**src/rtl/down_counter_pkg.sv**
```systemverilog
// Shared types and constants for the down_counter_16b block.
package down_counter_pkg;

    localparam int unsigned DEFAULT_WIDTH = 16;

    typedef enum logic [1:0] {
        IDLE = 2'd0,
        RUN  = 2'd1,
        DONE = 2'd2
    } state_e;

endpackage

```
**src/rtl/down_counter_16b.sv**
```systemverilog
// Loadable down counter with pause/abort and a one-cycle terminal pulse.
// Define DOWN_COUNTER_AUTO_RELOAD_EN to add reload_en and automatic restart from DONE.
module down_counter_16b
    import down_counter_pkg::*;
#(
    parameter int unsigned WIDTH = DEFAULT_WIDTH
) (
    input  logic             clk,
    input  logic             rst,
    input  logic             load_valid,
    output logic             load_ready,
    input  logic [WIDTH-1:0] load_value,
    input  logic             pause,
    input  logic             abort,
`ifdef DOWN_COUNTER_AUTO_RELOAD_EN
    input  logic             reload_en,
`endif
    output logic [WIDTH-1:0] count,
    output logic             busy,
    output logic             expire
);

    state_e           state_q, state_d;
    logic [WIDTH-1:0] count_q, count_d;
    logic             expire_q, expire_d;

`ifdef DOWN_COUNTER_AUTO_RELOAD_EN
    logic [WIDTH-1:0] reload_q, reload_d;
`endif

    always_comb begin
        state_d  = state_q;
        count_d  = count_q;
        expire_d = 1'b0;
`ifdef DOWN_COUNTER_AUTO_RELOAD_EN
        reload_d = reload_q;
`endif
        case (state_q)
            IDLE: begin
                // abort is deliberately not looked at here: a coincident load wins
                if (load_valid) begin
                    count_d = load_value;
`ifdef DOWN_COUNTER_AUTO_RELOAD_EN
                    reload_d = load_value;
`endif
                    if (load_value != '0) begin
                        state_d = RUN;
                    end else begin
                        state_d  = DONE;
                        expire_d = 1'b1;
                    end
                end
            end
            RUN: begin
                if (abort) begin
                    state_d = IDLE;
                    count_d = '0;
                end else if (!pause && count_q != '0) begin
                    count_d = count_q - WIDTH'(1);
                    if (count_q == WIDTH'(1)) begin
                        state_d  = DONE;
                        expire_d = 1'b1;
                    end
                end
            end
            DONE: begin
                state_d = IDLE;
                count_d = '0;
`ifdef DOWN_COUNTER_AUTO_RELOAD_EN
                if (!abort && reload_en && reload_q != '0) begin
                    state_d = RUN;
                    count_d = reload_q;
                end
`endif
            end
            default: begin
                state_d = IDLE;
                count_d = '0;
            end
        endcase
    end

    always_ff @(posedge clk or posedge rst) begin
        if (rst) begin
            state_q  <= IDLE;
            count_q  <= '0;
            expire_q <= 1'b0;
`ifdef DOWN_COUNTER_AUTO_RELOAD_EN
            reload_q <= '0;
`endif
        end else begin
            state_q  <= state_d;
            count_q  <= count_d;
            expire_q <= expire_d;
`ifdef DOWN_COUNTER_AUTO_RELOAD_EN
            reload_q <= reload_d;
`endif
        end
    end

    assign load_ready = (state_q == IDLE);
    assign busy       = (state_q != IDLE);
    assign count      = count_q;
    assign expire     = expire_q;

endmodule

```
**config.mk**
```make
export PLATFORM = sky130hd
export DESIGN_NAME = down_counter_16b
export DESIGN_NICKNAME = d
export VERILOG_FILES = /design/src/rtl/down_counter_pkg.sv /design/src/rtl/down_counter_16b.sv
export SDC_FILE = /design/constraint.sdc
export NUM_CORES = 1
export LEC_CHECK = 0
export CAP_MARGIN = 20
export CORE_MARGIN = 4
export CORE_UTILIZATION = 47
export CTS_BUF_LIST = sky130_fd_sc_hd__clkbuf_2 sky130_fd_sc_hd__clkbuf_4 sky130_fd_sc_hd__clkbuf_8
export DETAILED_ROUTE_END_ITERATION = 8
export PLACE_DENSITY = 0.81
export SYNTH_ARGS = -nofsm -noshare
export SYNTH_HDL_FRONTEND = slang
export SYNTH_SLANG_ARGS = --single-unit
```
**constraint.sdc**
```tcl
create_clock -name clk -period 2.2 [get_ports clk]
set_input_delay 0.22 -clock clk [delete_from_list [all_inputs] [get_ports clk]]
set_output_delay 0.22 -clock clk [all_outputs]
set_load 0.01 [all_outputs]
```
Word-level counts from Yosys, hierarchy flattened
Index checks and enable logic that the tools add are counted.
{ "op_classes": {"n_addsub": 1, "n_mul": 0, "div_mod_pow": 0, "n_lt_le_gt_ge": 0, "eq_ne": 5, "n_shift": 0, "muxes": 16, "bitwise_logic": 0, "n_reduce_logical": 8} }
{ "op_table": {"columns": ["operator", "n"], "rows": [
  ["16-bit 2-to-1 mux", 3],
  ["16-bit one-hot mux with 2 select lines", 1],
  ["16-bit nonzero test", 2],
  ["16-bit by 1-bit equality test with 1-bit output, second input constant", 1],
  ["16-bit by 1-bit subtractor with 16-bit output, second input constant", 1],
  ["2-bit 2-to-1 mux", 5],
  ["3-bit != test, second input constant", 2],
  ["1-bit 2-to-1 mux", 5],
  ["2-bit one-hot mux with 2 select lines", 1],
  ["3-bit AND reduction", 1],
  ["2-bit by 1-bit equality test with 1-bit output, second input constant", 1],
  ["2-bit logical NOT", 1],
  ["2-bit != test, second input constant", 1],
  ["1-bit one-hot mux with 2 select lines", 1],
  ["2-bit AND reduction", 1],
  ["2-bit nonzero test", 1],
  ["1-bit logical AND", 1],
  ["1-bit logical NOT", 1]
]} }
{ "word_totals": {"regBits": 19, "latchBits": 0, "ram_bits": 0, "romBits": 0, "input_bits": 21, "out_inout_bits": 19, "elab_cells": 33, "mem_count": 0} }

Logic depth before layout (Yosys ltp)
{ "depth": {"word_depth": 5, "mapped_depth": 8, "mapped_depth_nobuf": 7} }

Least setup slack after synthesis
OpenSTA, ideal clock, no wires.
{ "synth_path": {"path_kind": "reg2reg", "start": "register count_q[0], in the netlist count[0]", "end": "register count_q[11], in the netlist count[11]", "setup_time_ns": 0.125, "arrival_ns": 1.765, "required_ns": 2.075, "slack_ns": 0.309, "stages_incl_launch_ff": 9, "path_buffers": 1, "period_less_slack_ns": 1.891, "path_cell_list": "dfrtp_1 inv_1 ha_1 nor3b_2 nand4_1 a21oi_1 or2_2 buf_2 o21ai_1"} }
{ "synth_between": {"elab_chain_cells": 4, "elab_cells_between_ends": 8} }
{ "synth_lines": {"columns": ["element", "line", "rtl"], "rows": [
  ["start: declaration", "down_counter_16b.sv:24", "logic [WIDTH-1:0] count_q, count_d;"],
  ["start signal: assignment", "down_counter_16b.sv:93", "count_q <= count_d;"],
  ["16-bit by 1-bit subtractor with 16-bit output or 16-bit nonzero test (tied branches)", "down_counter_16b.sv:59, down_counter_16b.sv:58", null],
  ["16-bit 2-to-1 mux or 1-bit logical AND (tied branches)", "down_counter_16b.sv:58", "end else if (!pause && count_q != '0) begin"],
  ["16-bit 2-to-1 mux or 3-bit != test (tied branches)", null, null],
  ["16-bit one-hot mux with 2 select lines or 2-bit AND reduction (tied branches)", null, null]
]} }
Parallel ways exist; a longest one is shown, timed or not. The select of a mux whose other input is x is not followed.
A chain may end at the register's enable or synchronous reset.

Final worst setup path
{ "layout_path": {"start": "register count_q[0], in the netlist count[0]", "end": "register count_q[14], in the netlist count[14]"} }
Same word-level chain as after synthesis.

==> impl_metrics.json <==
{
  "r2r-end": "count[14]",
  "rsz0062_at_grt": "false",
  "grt_pass1_wl_mm": 6.313,
  "grt_usage_pct": 23.44,
  "antenna_cells": 0,
  "fin_crit_ns": 1.988,
  "dr.pass1.iters": 4,
  "syn_inst": 149,
  "fin_cells": 222,
  "r2r_cells": 8,
  "cts.sinks": 19,
  "die-area_sq_mm": 0.003505,
  "clkPwrFrac_pct": 13.1,
  "synth_compound_area_share_pct": 27.41,
  "vdd_drop_max_mv": 0.5638,
  "yosys.area_share.simple_pct": 25.58,
  "synthMuxAreaShare_pct": 0,
  "root_buffer": "clkbuf_4",
  "place_area_sq_mm": 0.001682,
  "routed.top_layer": "met4",
  "criticalPathCategory": "flip-flop to flip-flop",
  "hold_path_class": "input port to asynchronous set/reset pin",
  "ctsHoldBuffers": 0,
  "cts_tree": "done",
  "async_reset_ff_share_pct": 100.0,
  "placed_cells": 218,
  "ys_seq_area_share_pct": 38.58,
  "antenna_found_initial": 0,
  "routed_wl_mm": 3.891,
  "die_w_um": 59.21,
  "fin_skew_ns": 0.01003,
  "overflow": 0,
  "rows": 18,
  "cts_buffer_depth": 2,
  "worstReg2RegStart": "count[0]",
  "p_leak_nw": 0.6898,
  "reg2reg_slack_ns": 0.21,
  "start_kind": "flip-flop",
  "cts_buffers": 3,
  "timing.fmax_mhz": 503.1,
  "synth_edf_count": 0,
  "synthAdderAreaFrac_pct": 2.030,
  "met1Wirelength_mm": 1.691,
  "yosys.cell_types.count": 33,
  "timing.hold.ws_ns": 0.3385,
  "die_y_um": 59.21,
  "via_count": 1406,
  "vias_per_cell": 6.333,
  "io_pins": 40,
  "synth-main-ff-cell": "dfrtp_1",
  "seqPwrFrac_pct": 38.6,
  "arrival_ns": 2.18,
  "synth_top_family_by_area": "compound AO/OA/AOI/OAI gates",
  "finalPower_mw": 1.446,
  "clock_latency_ns": 0.29,
  "period_share_pct": 90.36,
  "combPwrFrac_pct": 48.3,
  "yosys_warnings": 0,
  "syn_nets": 172,
  "wl_met2_mm": 1.844,
  "io_buffers": 39,
  "setup_ws_ns": 0.2122,
  "dr.first_iter.drc_count": 64,
  "fin_area_sq_mm": 0.001715,
  "maxCapViolCount": 0,
  "switchingPower_mw": 0.5855,
  "gp_congestion": 0.9386,
  "ys_ff_latch": 19,
  "drc_errors": 0,
  "finalSetupViolCount": 0,
  "avgSynthCellArea_sq_um": 8.271,
  "switching_share_pct": 40.49,
  "coreArea_sq_mm": 0.002500,
  "power_density_mw_per_mm2": 843.1,
  "hold_viol_final": 0,
  "ant_nets": 0,
  "utilization_pct": 68.62,
  "cp-end-kind": "flip-flop",
  "start_util_pct": 49.30,
  "synth_xor_area_share_pct": 1.421,
  "area_growth_pct": 39.19,
  "worst_slew_pin_slew_ns": 0.7307,
  "dp_slack_ns": 0.2214,
  "grt_max_degree": 20,
  "p_int_mw": 0.8607,
  "tns_ns": 0,
  "cts.htree.levels": 1,
  "hpwl_mm": 2.965,
  "outcome": "completed",
  "worst_ep_required_time_ns": 2.40,
  "slew_viol_final": 0,
  "met3WireLength_um": 298,
  "layout-drive-gt1-share_pct": 9.375,
  "cts.clk_slew.worst_paths_ns": 0.11,
  "relSlewSlack_pct": 51.24,
  "critPathMaxFanout": 6,
  "first_global_vias": 1356,
  "netlist_area_sq_mm": 0.001232,
  "wl_per_cell_um": 17.53,
  "final_net_count": 216
}
worst max-delay path, stage by stage, from the launching register on:
cell	delay (ns)
dfrtp_1	0.46
inv_1	0.13
ha_1	0.26
nor3b_2	0.23
buf_4	0.16
nand4_1	0.10
xnor2_1	0.16
a22o_1	0.20
a22o_1	0.20
synth_stat cells, types with 2 or more instances:
cell	count	area (sq um)
nand2_1	3	11.26
a32oi_1	5	43.79
nand4_1	6	37.54
clkbuf_1	3	11.26
o21ai_1	10	50.05
nor4_1	9	56.30
buf_2	4	20.02
a21oi_1	10	50.05
nor3_1	7	35.03
nor2_1	19	71.32
xnor2_1	2	17.52
dfrtp_1	19	475.5
nor2b_1	2	12.51
a22oi_1	3	22.52
a21boi_0	2	15.01
a31oi_1	2	12.51
and2_1	2	12.51
inv_1	7	26.28
ha_1	2	25.02
o21ai_0	15	75.07
a22o_1	5	43.79
registers in the layout, indices dropped and copies added, names as in the netlist:
| signal | cells |
|---|---|
| expire | 1 |
| count | 16 |
| state_q | 2 |
layout make-up:
| type | count | area (sq um) |
|---|---|---|
| repair buffers | 46 | 442.9 |
| flip-flops and latches | 19 | 475.5 |
| clock buffers | 4 | 30.03 |
| fillers | 228 | 784.5 |
| multi-input cells | 115 | 699.4 |
| well taps | 30 | 37.54 |
| inverters | 8 | 30.03 |
cells in the final DEF (no fill, tap or decap), drive strengths merged, types with 4 or more instances in the layout:
master,count
clkdlybuf4s50,39
o21ai,25
nor2,19
dfrtp,19
nor4,10
a21oi,10
inv,8
nor3,7
buf,7
nand4,6
a22o,5
a32oi,5
clkbuf,4
worst max path at each step:
stage	startpoint	endpoint	slack, ns	cells after the start
after global routing	count[0]	count[3]	0.08	8
after detailed placement	count[0]	count[14]	0.22	8
after global placement	count[0]	count[14]	0.26	8
after floorplan	count[0]	count[11]	0.31	8
after CTS	count[0]	count[10]	0.19	8
final	count[0]	count[14]	0.21	8
metal layers:
metal / GRT usage (%) / up-vias
li1: - / 648
met1: 31.30 / 676
met2: 37.75 / 74
met3: 3.268 / 8
met4: 9.709 / 0
met5: 0 / -
power groups by stage:
stage | clock [mW] | sequential (mW) | combinational, mW
after floorplan | 0 | 0.567 | 0.328
final | 0.190 | 0.558 | 0.698
after global routing | 0.212 | 0.575 | 0.762
after CTS | 0.200 | 0.554 | 0.694
after detailed placement | 0 | 0.560 | 0.689
after global placement | 0 | 0.555 | 0.687
what timing repair did:
action                                  in CTS  in global routing
setup buffers                                0                  0
endpoints found under the setup margin       0                  1
resized for setup                            0                  1
cells by family (layout without fill, tap and decap cells):
family / count (synthesis) / in the layout
adders and majority gates: 2 / 2
DFF: 19 / 19
and+or+nand+nor: 56 / 56
xor gates and xnor gates: 2 / 2
AOI/OAI and AO/OA: 55 / 55
buffers and inverters: 15 / 58
(Power assumes the default switching activity.)
